### src/rtl/median_window_filter.sv
`default_nettype none
// ============================================================================
//  Module      : median_window_filter
//  Description : Sliding-window median filter; odd-even transposition sort
//                over a shifted sample window, held median output register.
//  Revision    : 1.0 - initial release
// ============================================================================
module median_window_filter #(
    parameter int DATA_W = 16,
    parameter int WINDOW = 5
) (
    input  logic              clock10MHz,
    input  logic              reset,
    input  logic [DATA_W-1:0] sample_in,
    input  logic              sample_valid,
    output logic              busy,
    output logic [DATA_W-1:0] median_out,
    output logic              median_valid,
    output logic              sample_dropped,
    output logic [3:0]        fill_level
);

    localparam logic [3:0] c_WIN       = 4'(WINDOW);
    localparam logic [3:0] c_LAST_PASS = 4'(WINDOW - 1);
    localparam int         c_MID       = WINDOW / 2;

    typedef enum logic [1:0] {
        S_IDLE = 2'd0,
        S_LOAD = 2'd1,
        S_SORT = 2'd2,
        S_DONE = 2'd3
    } state_t;

    state_t            r_state;
    logic [DATA_W-1:0] r_window [WINDOW];
    logic [DATA_W-1:0] r_sort   [WINDOW];
    logic [DATA_W-1:0] w_pass   [WINDOW];
    logic [3:0]        r_pass_cnt;
    logic [3:0]        r_fill;
    logic [DATA_W-1:0] r_median;
    logic              r_median_valid;
    logic              r_sample_dropped;
    logic              w_odd_pass;

    assign w_odd_pass = r_pass_cnt[0];

    // One transposition pass: pairs starting at even or odd indices, strict
    // greater-than so equal values keep their positions.
    always_comb begin
        for (int i = 0; i < WINDOW; i++) begin
            w_pass[i] = r_sort[i];
        end
        for (int i = 0; i < WINDOW - 1; i++) begin
            if (((i % 2) == 1) == w_odd_pass) begin
                if (r_sort[i] > r_sort[i+1]) begin
                    w_pass[i]   = r_sort[i+1];
                    w_pass[i+1] = r_sort[i];
                end
            end
        end
    end

    always_ff @(posedge clock10MHz or posedge reset) begin
        if (reset) begin
            r_state          <= S_IDLE;
            r_pass_cnt       <= 4'd0;
            r_fill           <= 4'd0;
            r_median         <= '0;
            r_median_valid   <= 1'b0;
            r_sample_dropped <= 1'b0;
            for (int i = 0; i < WINDOW; i++) begin
                r_window[i] <= '0;
                r_sort[i]   <= '0;
            end
        end else begin
            r_median_valid   <= 1'b0;
            r_sample_dropped <= sample_valid && (r_state != S_IDLE);
            case (r_state)
                S_IDLE: begin
                    if (sample_valid) begin
                        for (int i = WINDOW - 1; i > 0; i--) begin
                            r_window[i] <= r_window[i-1];
                        end
                        r_window[0] <= sample_in;
                        r_fill      <= (r_fill == c_WIN) ? r_fill : r_fill + 4'd1;
                        r_state     <= S_LOAD;
                    end
                end
                S_LOAD: begin
                    if (r_fill < c_WIN) begin
                        r_state <= S_IDLE;
                    end else begin
                        for (int i = 0; i < WINDOW; i++) begin
                            r_sort[i] <= r_window[i];
                        end
                        r_pass_cnt <= 4'd0;
                        r_state    <= S_SORT;
                    end
                end
                S_SORT: begin
                    for (int i = 0; i < WINDOW; i++) begin
                        r_sort[i] <= w_pass[i];
                    end
                    if (r_pass_cnt == c_LAST_PASS) begin
                        r_state <= S_DONE;
                    end else begin
                        r_pass_cnt <= r_pass_cnt + 4'd1;
                    end
                end
                S_DONE: begin
                    r_median       <= r_sort[c_MID];
                    r_median_valid <= 1'b1;
                    r_state        <= S_IDLE;
                end
                default: r_state <= S_IDLE;
            endcase
        end
    end

    assign busy           = (r_state != S_IDLE);
    assign median_out     = r_median;
    assign median_valid   = r_median_valid;
    assign sample_dropped = r_sample_dropped;
    assign fill_level     = r_fill;

endmodule
`default_nettype wire

### config.mk
export PLATFORM = sky130hd
export DESIGN_NAME = median_window_filter
export DESIGN_NICKNAME = d
export VERILOG_FILES = /design/src/rtl/median_window_filter.sv
export SDC_FILE = /design/constraint.sdc
export NUM_CORES = 1
export LEC_CHECK = 0
export CORE_MARGIN = 2
export CORE_UTILIZATION = 54
export CTS_CLUSTER_SIZE = 8
export DETAILED_ROUTE_END_ITERATION = 6
export PLACE_DENSITY = 0.72
export SETUP_SLACK_MARGIN = 0.02
export SYNTH_ARGS = -nofsm -noshare
export SYNTH_HDL_FRONTEND = slang
export SYNTH_SLANG_ARGS = --single-unit
### constraint.sdc
create_clock -name clock10MHz -period 8.75 [get_ports clock10MHz]
set_input_delay 0.875 -clock clock10MHz [delete_from_list [all_inputs] [get_ports clock10MHz]]
set_output_delay 0.875 -clock clock10MHz [all_outputs]
set_load 0.02 [all_outputs]
Yosys cells after proc, flatten, opt, wreduce, memory -nomap -nowiden
Index checks and enable logic that the tools add are counted.
W data, S select, Z words.
{ "op_classes": {"n_addsub": 2, "n_lt_le_gt_ge": 5, "n_eq_ne": 13, "n_mux": 18, "n_bitwise": 1, "n_reduce_logical": 11} }
{ "op_table": {"columns": ["cell", "n"], "rows": [
  ["$mux W32", 8],
  ["$pmux W80 S2", 1],
  ["$mux W80", 1],
  ["$gt A16 B16 Y1", 4],
  ["$ne A2 B2 Y1 const B", 8],
  ["$add A4 B1 Y4 const B", 2],
  ["$eq A4 B3 Y1 const B", 2],
  ["$mux W4", 2],
  ["$pmux W2 S4", 1],
  ["$pmux W4 S2", 1],
  ["$reduce_and A4 Y1", 2],
  ["$mux W2", 3],
  ["$reduce_and A2 Y1", 3],
  ["$reduce_and A3 Y1", 2],
  ["$eq A2 B2 Y1 const B", 2],
  ["$lt A4 B3 Y1 const B", 1],
  ["$reduce_bool A2 Y1", 2],
  ["$eq A2 B1 Y1 const B", 1],
  ["$logic_not A2 Y1", 1],
  ["$logic_and A1 B1 Y1", 1],
  ["$mux W1", 1],
  ["$not A1 Y1", 1]
]} }
{ "totals": {"reg_bits": 188, "input_bits": 19, "out_inout_bits": 23, "wordCells": 66} }

Logic depth before layout (Yosys ltp)
Gate-level depths: netlist of run 1.
{ "logic_depth": {"ltp_word": 10, "mapped_depth": 10, "ltp_nobuf": 8} }

Worst setup path after synthesis of run 1
No wires, ideal clock.
{ "synth_timing": {"path_kind": "register to register", "start": "reg r_sort[47] in the netlist's numbering", "end": "reg r_sort[32] in the netlist's numbering", "setup_time_ns": 0.079, "arrival_time_ns": 2.229, "t_required_ns": 8.671, "path_slack_ns": 6.442, "path_stages_with_launch": 9, "path_buffers": 1, "synth_period_minus_slack_ns": 2.308, "path_cell_list": "dfrtp_1 inv_1 ha_1 nand4_2 a2111o_1 nand2_1 buf_2 mux2_2 a2bb2oi_1"} }
{ "synth_via": {"elab_chain_len": 6, "elab_cells_between_ends": 7, "cone_classes": "2 x order compare; 5 x mux"} }
{ "synth_lines": {"columns": ["item", "line", "source"], "rows": [
  ["start, declared", "36", "logic [DATA_W-1:0] r_sort [WINDOW];"],
  ["start signal, assigned by index", "94", "r_sort[i] <= r_window[i];"],
  ["start signal, assigned by index", "102", "r_sort[i] <= w_pass[i];"],
  ["$gt A16 B16 Y1", "55", "if (r_sort[i] > r_sort[i+1]) begin"],
  ["$mux W32", "55", null],
  ["$mux W32", "54", "if (((i % 2) == 1) == w_odd_pass) begin"],
  ["$mux W32", "55", null],
  ["$mux W32 *", "54", null],
  ["$pmux W80 S2 *", "78", "case (r_state)"]
]} }
Mark *: on every way between the ends. The rest lies on a longest branch, timed or not.
A chain may end at the register's enable or synchronous reset.

Worst setup path after layout of run 1
{ "layout_timing": {"start": "reg r_fill[0], in the netlist fill_level[0]", "end": "reg r_sort[41] in the netlist's numbering"} }
{ "layout_via": {"elab_chain_len": 3} }
{ "layout_lines": {"columns": ["item", "line", "source"], "rows": [
  ["start, declared", "39", "logic [3:0] r_fill;"],
  ["start signal, assigned", "85", "r_fill <= (r_fill == c_WIN) ? r_fill : r_fill + 4'd1;"],
  ["$lt A4 B3 Y1", "90", "if (r_fill < c_WIN) begin"],
  ["$ne A2 B2 Y1 (no line)", null, null],
  ["$reduce_and A2 Y1 (no line)", null, null]
]} }
No other way between the ends.

==> out/qor.csv, run 1 <==
stage,metric,value,unit
outcome,status,finished clean,
logic_synthesis,synth_ff_type,dfrtp_1,
floorplan,coreArea,0.0195,sq mm
global_route,grt_pass1_wl,44.0,mm
floorplan,die_h,145,um
logic_synthesis,synth_cell_types,57,
timing,worstMarginPinSlew,1160,ps
critical_path,worstSetupPathType,reg2reg,
detailed_routing,routed_wire_length_per_instance,20.2,um
clock_tree,htreeDepth,4,
detailed_routing,vias,8354,
critical_path,cp-start-kind,register,
layout,final_common_cell,dfrtp_1,
critical_path,worstReg2RegEnd,r_sort[41]$_DFFE_PP0P_,
timing,hold_viol,0,
critical_path,cp-startpoint,fill_level[0]$_DFFE_PP0P_,
timing,fmax,0.295,GHz
layout,diodes,0,
detailed_routing,drt-initial-drc-count,704,
clock_tree,cts_sinks,188,
global_route,grt_pass1_vias,8101,
placement,place_ws,5430,ps
floorplan,die_w,145,um
power_and_ir_drop,p_per_area,421,mW/mm^2
power_and_ir_drop,leakage,5.17,nW
floorplan,dieArea,0.0211,sq mm
critical_path,crit_fanout,67,
logic_synthesis,synth.avg_cell_area,10.2,sq um
logic_synthesis,synth_seq_area_share,0.437,
timing,setup_viol,0,
hold_path,worst_hold_path_type,reg2reg,
job,drv_cap,0,
logic_synthesis,synth-seq-cells,188,
floorplan,row_count,51,
clock_tree,clock_latency,430,ps
logic_synthesis,yosysTopAreaCell,dfrtp_1,
clock_tree,cts_tree,yes,
layout,drive_gt1_frac,0.149,
logic_synthesis,synth_nets,1148,
logic_synthesis,ys_top_cells_by_area,"dfrtp_1, mux2_2, ha_1",
timing,maxSlewHeadroom,0.229,
placement,dp.final_hpwl,17.9,mm
clock_tree,cts_hold_buf,0,
layout,finish.utilization,0.608,
power_and_ir_drop,vdd_drop_max,297,uV
clock_tree,cts_resized,0,
logic_synthesis,synth_area,0.0108,sq mm
logic_synthesis,netlist_instances,1060,
logic_synthesis,synth_top_area_share,0.437,
placement,placed_cells,1310,
placement,io_buffers,41,
timing,drv_slew,0,
hold_path,hold_path_startpoint,median_out[1]$_DFFE_PP0P_,
critical_path,cp.required,9050,ps
detailed_routing,drc,0,
detailed_routing,vias_per_cell,6.23,
layout,layout_common_cells,"dfrtp_1, nand2_1, mux2_2, a21oi_1, inv_1",
layout,num-nets-final,1152,
clock_tree,root_buffer,clkbuf_16,
timing,rsz0062_at_grt,no,
global_route,grt_max_degree,124,
timing,period_share,0.387,
hold_path,hold_depth,2,
layout,postLayoutCellArea,0.0119,sq mm
floorplan,pin_count,42,
logic_synthesis,synth_edf_count,0,
global_route,antenna_found_initial,0,
critical_path,end_kind,register,
timing,worst_hold_slack,481,ps
clock_tree,numCtsBuffers,17,
timing,finalSetupTns,0,ps
layout,syn2layout_area_growth,10.2,%
global_route,grt_usage,0.261,
critical_path,rr_startpoint,fill_level[0]$_DFFE_PP0P_,
detailed_routing,antenna_left,0,
timing,setup_slack,5360,ps
clock_tree,clkTransAtPathRegs,70,ps
detailed_routing,wl,27.1,mm
placement,post_dp_cell_area,0.0113,sq mm
timing,period_needed,3390,ps
logic_synthesis,yosysWarnings,0,
layout,stdcell_count,1342,
hold_path,hold-path-endpoint,median_out[1]$_DFFE_PP0P_,
critical_path,r2r_setup_slack,5360,ps
clock_tree,postCtsSetupBuffers,0,
placement,gp_congestion,0.887,
global_route,grt_overflow,0,
timing,skew,9.44,ps
critical_path,arrival,3690,ps
floorplan,initial_core_util,0.551,
critical_path,reg2regPathDepth,9,
power_and_ir_drop,fin_total_pwr,5.00,mW
detailed_routing,firstDrtPassIters,5,
clock_tree,cts_buffer_depth,2,
logic_synthesis,async_flop_share,1.00,
[flip-flops by register name, indices dropped and copies added, names as in the netlist, named ones only]
name            flops
r_window           80
median_out         16
sample_dropped      1
r_sort             80
r_state             1
fill_level          4
median_valid        1
r_pass_cnt          4
[worst max-delay path by stage]
stage | endpoint | cells past startpoint
finish | r_sort[41]$_DFFE_PP0P_ | 9
global route | r_sort[36]$_DFFE_PP0P_ | 9
CTS | r_sort[41]$_DFFE_PP0P_ | 9
detailed placement | r_sort[41]$_DFFE_PP0P_ | 9
global placement | r_sort[41]$_DFFE_PP0P_ | 9
floorplan | async pin | 1
[logic make-up after synthesis]
logic type / synth area share
xor gates and xnor gates: 0.00244
muxes: 0.134
DFF: 0.437
adders and majority gates: 0.0802
and+or+nand+nor: 0.0993
buffers and inverters: 0.0545
AOI/OAI and AO/OA: 0.193
[worst max-delay path, cell delays in order, from the launching register on]
cell and delay (ps):
dfrtp_1 450, inv_1 70, ha_1 190, nor2b_1 280
o21a_4 540, buf_4 680, o21ai_2 370, a22o_1 280
a211oi_1 240, a2bb2oi_1 120
[area by class of cell]
| cell class | count | area [sq um] |
|---|---|---|
| inverters | 73 | 282 |
| clock buffers | 20 | 457 |
| clock inverters | 12 | 103 |
| multi-input cells | 734 | 5510 |
| flip-flops and latches | 188 | 4700 |
| repair buffers | 50 | 478 |
| well taps | 265 | 332 |
| fillers | 1653 | 7660 |
[power by group]
part | leakage (nW) | switching, mW | internal (mW)
logic | 2.61 | 1.38 | 1.10
registers | 2.29 | 0.483 | 1.29
clock network | 0.274 | 0.360 | 0.388
total | 5.17 | 2.22 | 2.77
[cell usage after synthesis, types with 2 or more instances]
library cell  instances
o21ai_0              22
nor4_1                2
clkbuf_1             31
a221oi_2              3
a21boi_0              2
inv_1                73
and3_1               15
buf_6                 5
a31oi_1               5
buf_1                10
ha_1                 69
a21oi_1              82
o21a_1                2
buf_4                 3
buf_2                16
nand2_1             157
nand3_1               6
a21oi_2               2
a2111o_1              2
nand4_2               2
o31ai_1              17
xnor2_1               2
o21ai_1              16
a22o_1               18
nor2b_1               8
a21o_1                6
o211ai_1             19
a32o_1               16
a22oi_1              16
o21ai_2               2
nor2_1               32
a31oi_4               2
a211oi_1             14
nand4_1              14
mux2_2               97
nand2b_1              2
dfrtp_1             188
a221o_1              14
o41a_1                3
mux2i_1              35
a2bb2oi_1            14
[metal layers]
layer | part of all wire | GRT usage | vias up
met4 | 0.026 | 0.0809 | 0
met2 | 0.47 | 0.419 | 269
met1 | 0.45 | 0.362 | 4176
met3 | 0.053 | 0.0478 | 50
li1 | - | - | 3859
met5 | 0 | 0 | -
Power figures use the tool's default switching activity.
==> run 2, diff against run 1 <==
==> constraint.sdc (replaced) <==
create_clock -name clock10MHz -period 3.5 [get_ports clock10MHz]
set_input_delay 0.35 -clock clock10MHz [delete_from_list [all_inputs] [get_ports clock10MHz]]
set_output_delay 0.35 -clock clock10MHz [all_outputs]
set_load 0.02 [all_outputs]
==> run 2 against run 1 <==
Sequential power is 150% higher. Register-to-register slack worse by 4900 ps. Global-route usage is 0.59 points higher. Non-clock buffer count is 14 higher. Clock-buffer cell count is 2 lower. Clock power grew to 2.5 times the previous value. Total power grew to 2.5 times the previous value. Worst setup slack worse by 4900 ps. Combinational power grew to 2.6 times the previous value. Design area is 1.3% higher. Critical endpoint is now r_sort[26]$_DFFE_PP0P_.
==> out/qor.csv, run 2 (synthesis results as in run 1) <==
stage,metric,value,unit
outcome,status,finished clean,
layout,num-nets-final,1166,
critical_path,r2r_setup_slack,420,ps
clock_tree,root_buffer,clkbuf_16,
hold_path,worst_hold_path_type,in2async,
layout,diodes,0,
global_route,antenna_found_initial,0,
critical_path,cp-start-kind,register,
global_route,grt_overflow,0,
timing,drv_slew,0,
detailed_routing,vias,8343,
layout,final_common_cell,dfrtp_1,
timing,rsz0062_at_grt,no,
timing,worstMarginPinSlew,1100,ps
clock_tree,htreeDepth,4,
critical_path,end_kind,register,
critical_path,crit_chain,inv_1 -> ha_1 -> nand4_1 -> a211o_1 -> a31oi_1 -> o41a_2 -> mux2i_1 -> a21oi_1,
layout,syn2layout_area_growth,11.6,%
power_and_ir_drop,leakage,5.24,nW
layout,layout_common_cells,"dfrtp_1, nand2_1, mux2_2, a21oi_1, inv_1",
clock_tree,cts_sinks,188,
critical_path,reg2regPathDepth,8,
global_route,grt_pass1_wl,44.9,mm
timing,fmax,0.325,GHz
global_route,grt_pass1_vias,8175,
floorplan,die_w,145,um
clock_tree,numCtsBuffers,17,
power_and_ir_drop,vdd_drop_max,617,uV
critical_path,slowest_delay,900,ps
timing,skew,11.0,ps
placement,gp_congestion,0.891,
timing,period_needed,3080,ps
critical_path,worstReg2RegEnd,r_sort[26]$_DFFE_PP0P_,
timing,setup_slack,419,ps
floorplan,initial_core_util,0.551,
critical_path,slowest_stage,o41a_2,
detailed_routing,vias_per_cell,6.15,
critical_path,worstSetupPathType,reg2reg,
clock_tree,clkTransAtPathRegs,80,ps
floorplan,die_h,145,um
detailed_routing,firstDrtPassIters,7,
detailed_routing,antenna_left,0,
detailed_routing,routed_wire_length_per_instance,20.2,um
floorplan,pin_count,42,
job,drv_cap,0,
floorplan,coreArea,0.0195,sq mm
critical_path,cp.required,3820,ps
detailed_routing,wl,27.4,mm
critical_path,arrival,3400,ps
global_route,grt_max_degree,127,
clock_tree,clock_latency,440,ps
placement,io_buffers,41,
critical_path,cp.buffers_inverters,1,
floorplan,dieArea,0.0211,sq mm
clock_tree,cts_buffer_depth,2,
layout,drive_gt1_frac,0.160,
clock_tree,cts_resized,0,
critical_path,rr_startpoint,r_sort[27]$_DFFE_PP0P_,
detailed_routing,drc,0,
placement,dp.final_hpwl,18.9,mm
clock_tree,cts_tree,yes,
timing,period_share,0.880,
clock_tree,postCtsSetupBuffers,0,
clock_tree,cts_hold_buf,0,
timing,setup_viol,0,
critical_path,cpLargestDelayFamily,compound AO/OA/AOI/OAI gates,
placement,place_ws,569,ps
critical_path,crit_fanout,46,
timing,hold_viol,0,
timing,maxSlewHeadroom,0.269,
power_and_ir_drop,p_per_area,1060,mW/mm^2
detailed_routing,drt-initial-drc-count,786,
global_route,grt_usage,0.267,
timing,finalSetupTns,0,ps
floorplan,row_count,51,
-- run 2: area by class of cell --
| cell class | count | area (sq um) |
|---|---|---|
| Fill cell | 1668 | 7510 |
| Inverter | 73 | 278 |
| Sequential cell | 188 | 4700 |
| Timing Repair Buffer | 64 | 621 |
| Clock buffer | 18 | 439 |
| Tap cell | 265 | 332 |
| Multi-Input combinational cell | 734 | 5510 |
| Clock inverter | 14 | 130 |
-- run 2: per-stage QoR --
stage / std cells / instance area (sq um) / utilization / hold WS (ps) / power [mW]
global route: 1356 / 12000 / 0.615 / 519 / 13.6
CTS: 1356 / 12000 / 0.615 / 487 / 12.6
global placement: 1324 / 11400 / 0.586 / 462 / 10.5
finish: 1356 / 12000 / 0.615 / 435 / 12.7
floorplan: 1060 / 10800 / - / 476 / 8.85
detailed placement: 1324 / 11400 / 0.586 / 470 / 10.7
-- run 2: worst max-delay path by stage --
stage | end | cells past startpoint | startpoint
after floorplan | async pin | 1 | reset
after global placement | r_sort[17]$_DFFE_PP0P_ | 7 | r_sort[43]$_DFFE_PP0P_
after detailed placement | r_sort[17]$_DFFE_PP0P_ | 8 | r_sort[27]$_DFFE_PP0P_
after CTS | r_sort[26]$_DFFE_PP0P_ | 8 | r_sort[27]$_DFFE_PP0P_
after global routing | r_sort[26]$_DFFE_PP0P_ | 7 | r_sort[27]$_DFFE_PP0P_
final | r_sort[26]$_DFFE_PP0P_ | 8 | r_sort[27]$_DFFE_PP0P_
-- run 2: layer usage --
layer / wire length, um / GRT usage / vias up
met2: 12600 / 0.409 / 308
met1: 12200 / 0.377 / 4102
met4: 993 / 0.113 / 0
met3: 1620 / 0.0450 / 58
li1: - / - / 3875
met5: 0 / 0 / -
-- run 2: power breakdown --
group / total, mW / internal, mW / leakage, nW / switching (mW)
combinational: 6.38 / 2.85 / 2.68 / 3.53
clock: 1.90 / 0.959 / 0.269 / 0.942
sequential: 4.41 / 3.21 / 2.29 / 1.20
total: 12.7 / 7.02 / 5.24 / 5.67
-- run 2: worst register-to-register path, cell delays in order (launching register included) --
cell	delay, ps
dfrtp_1	420
inv_1	80
ha_1	320
nand4_1	210
a211o_1	320
a31oi_1	240
o41a_2	900
mux2i_1	360
a21oi_1	100
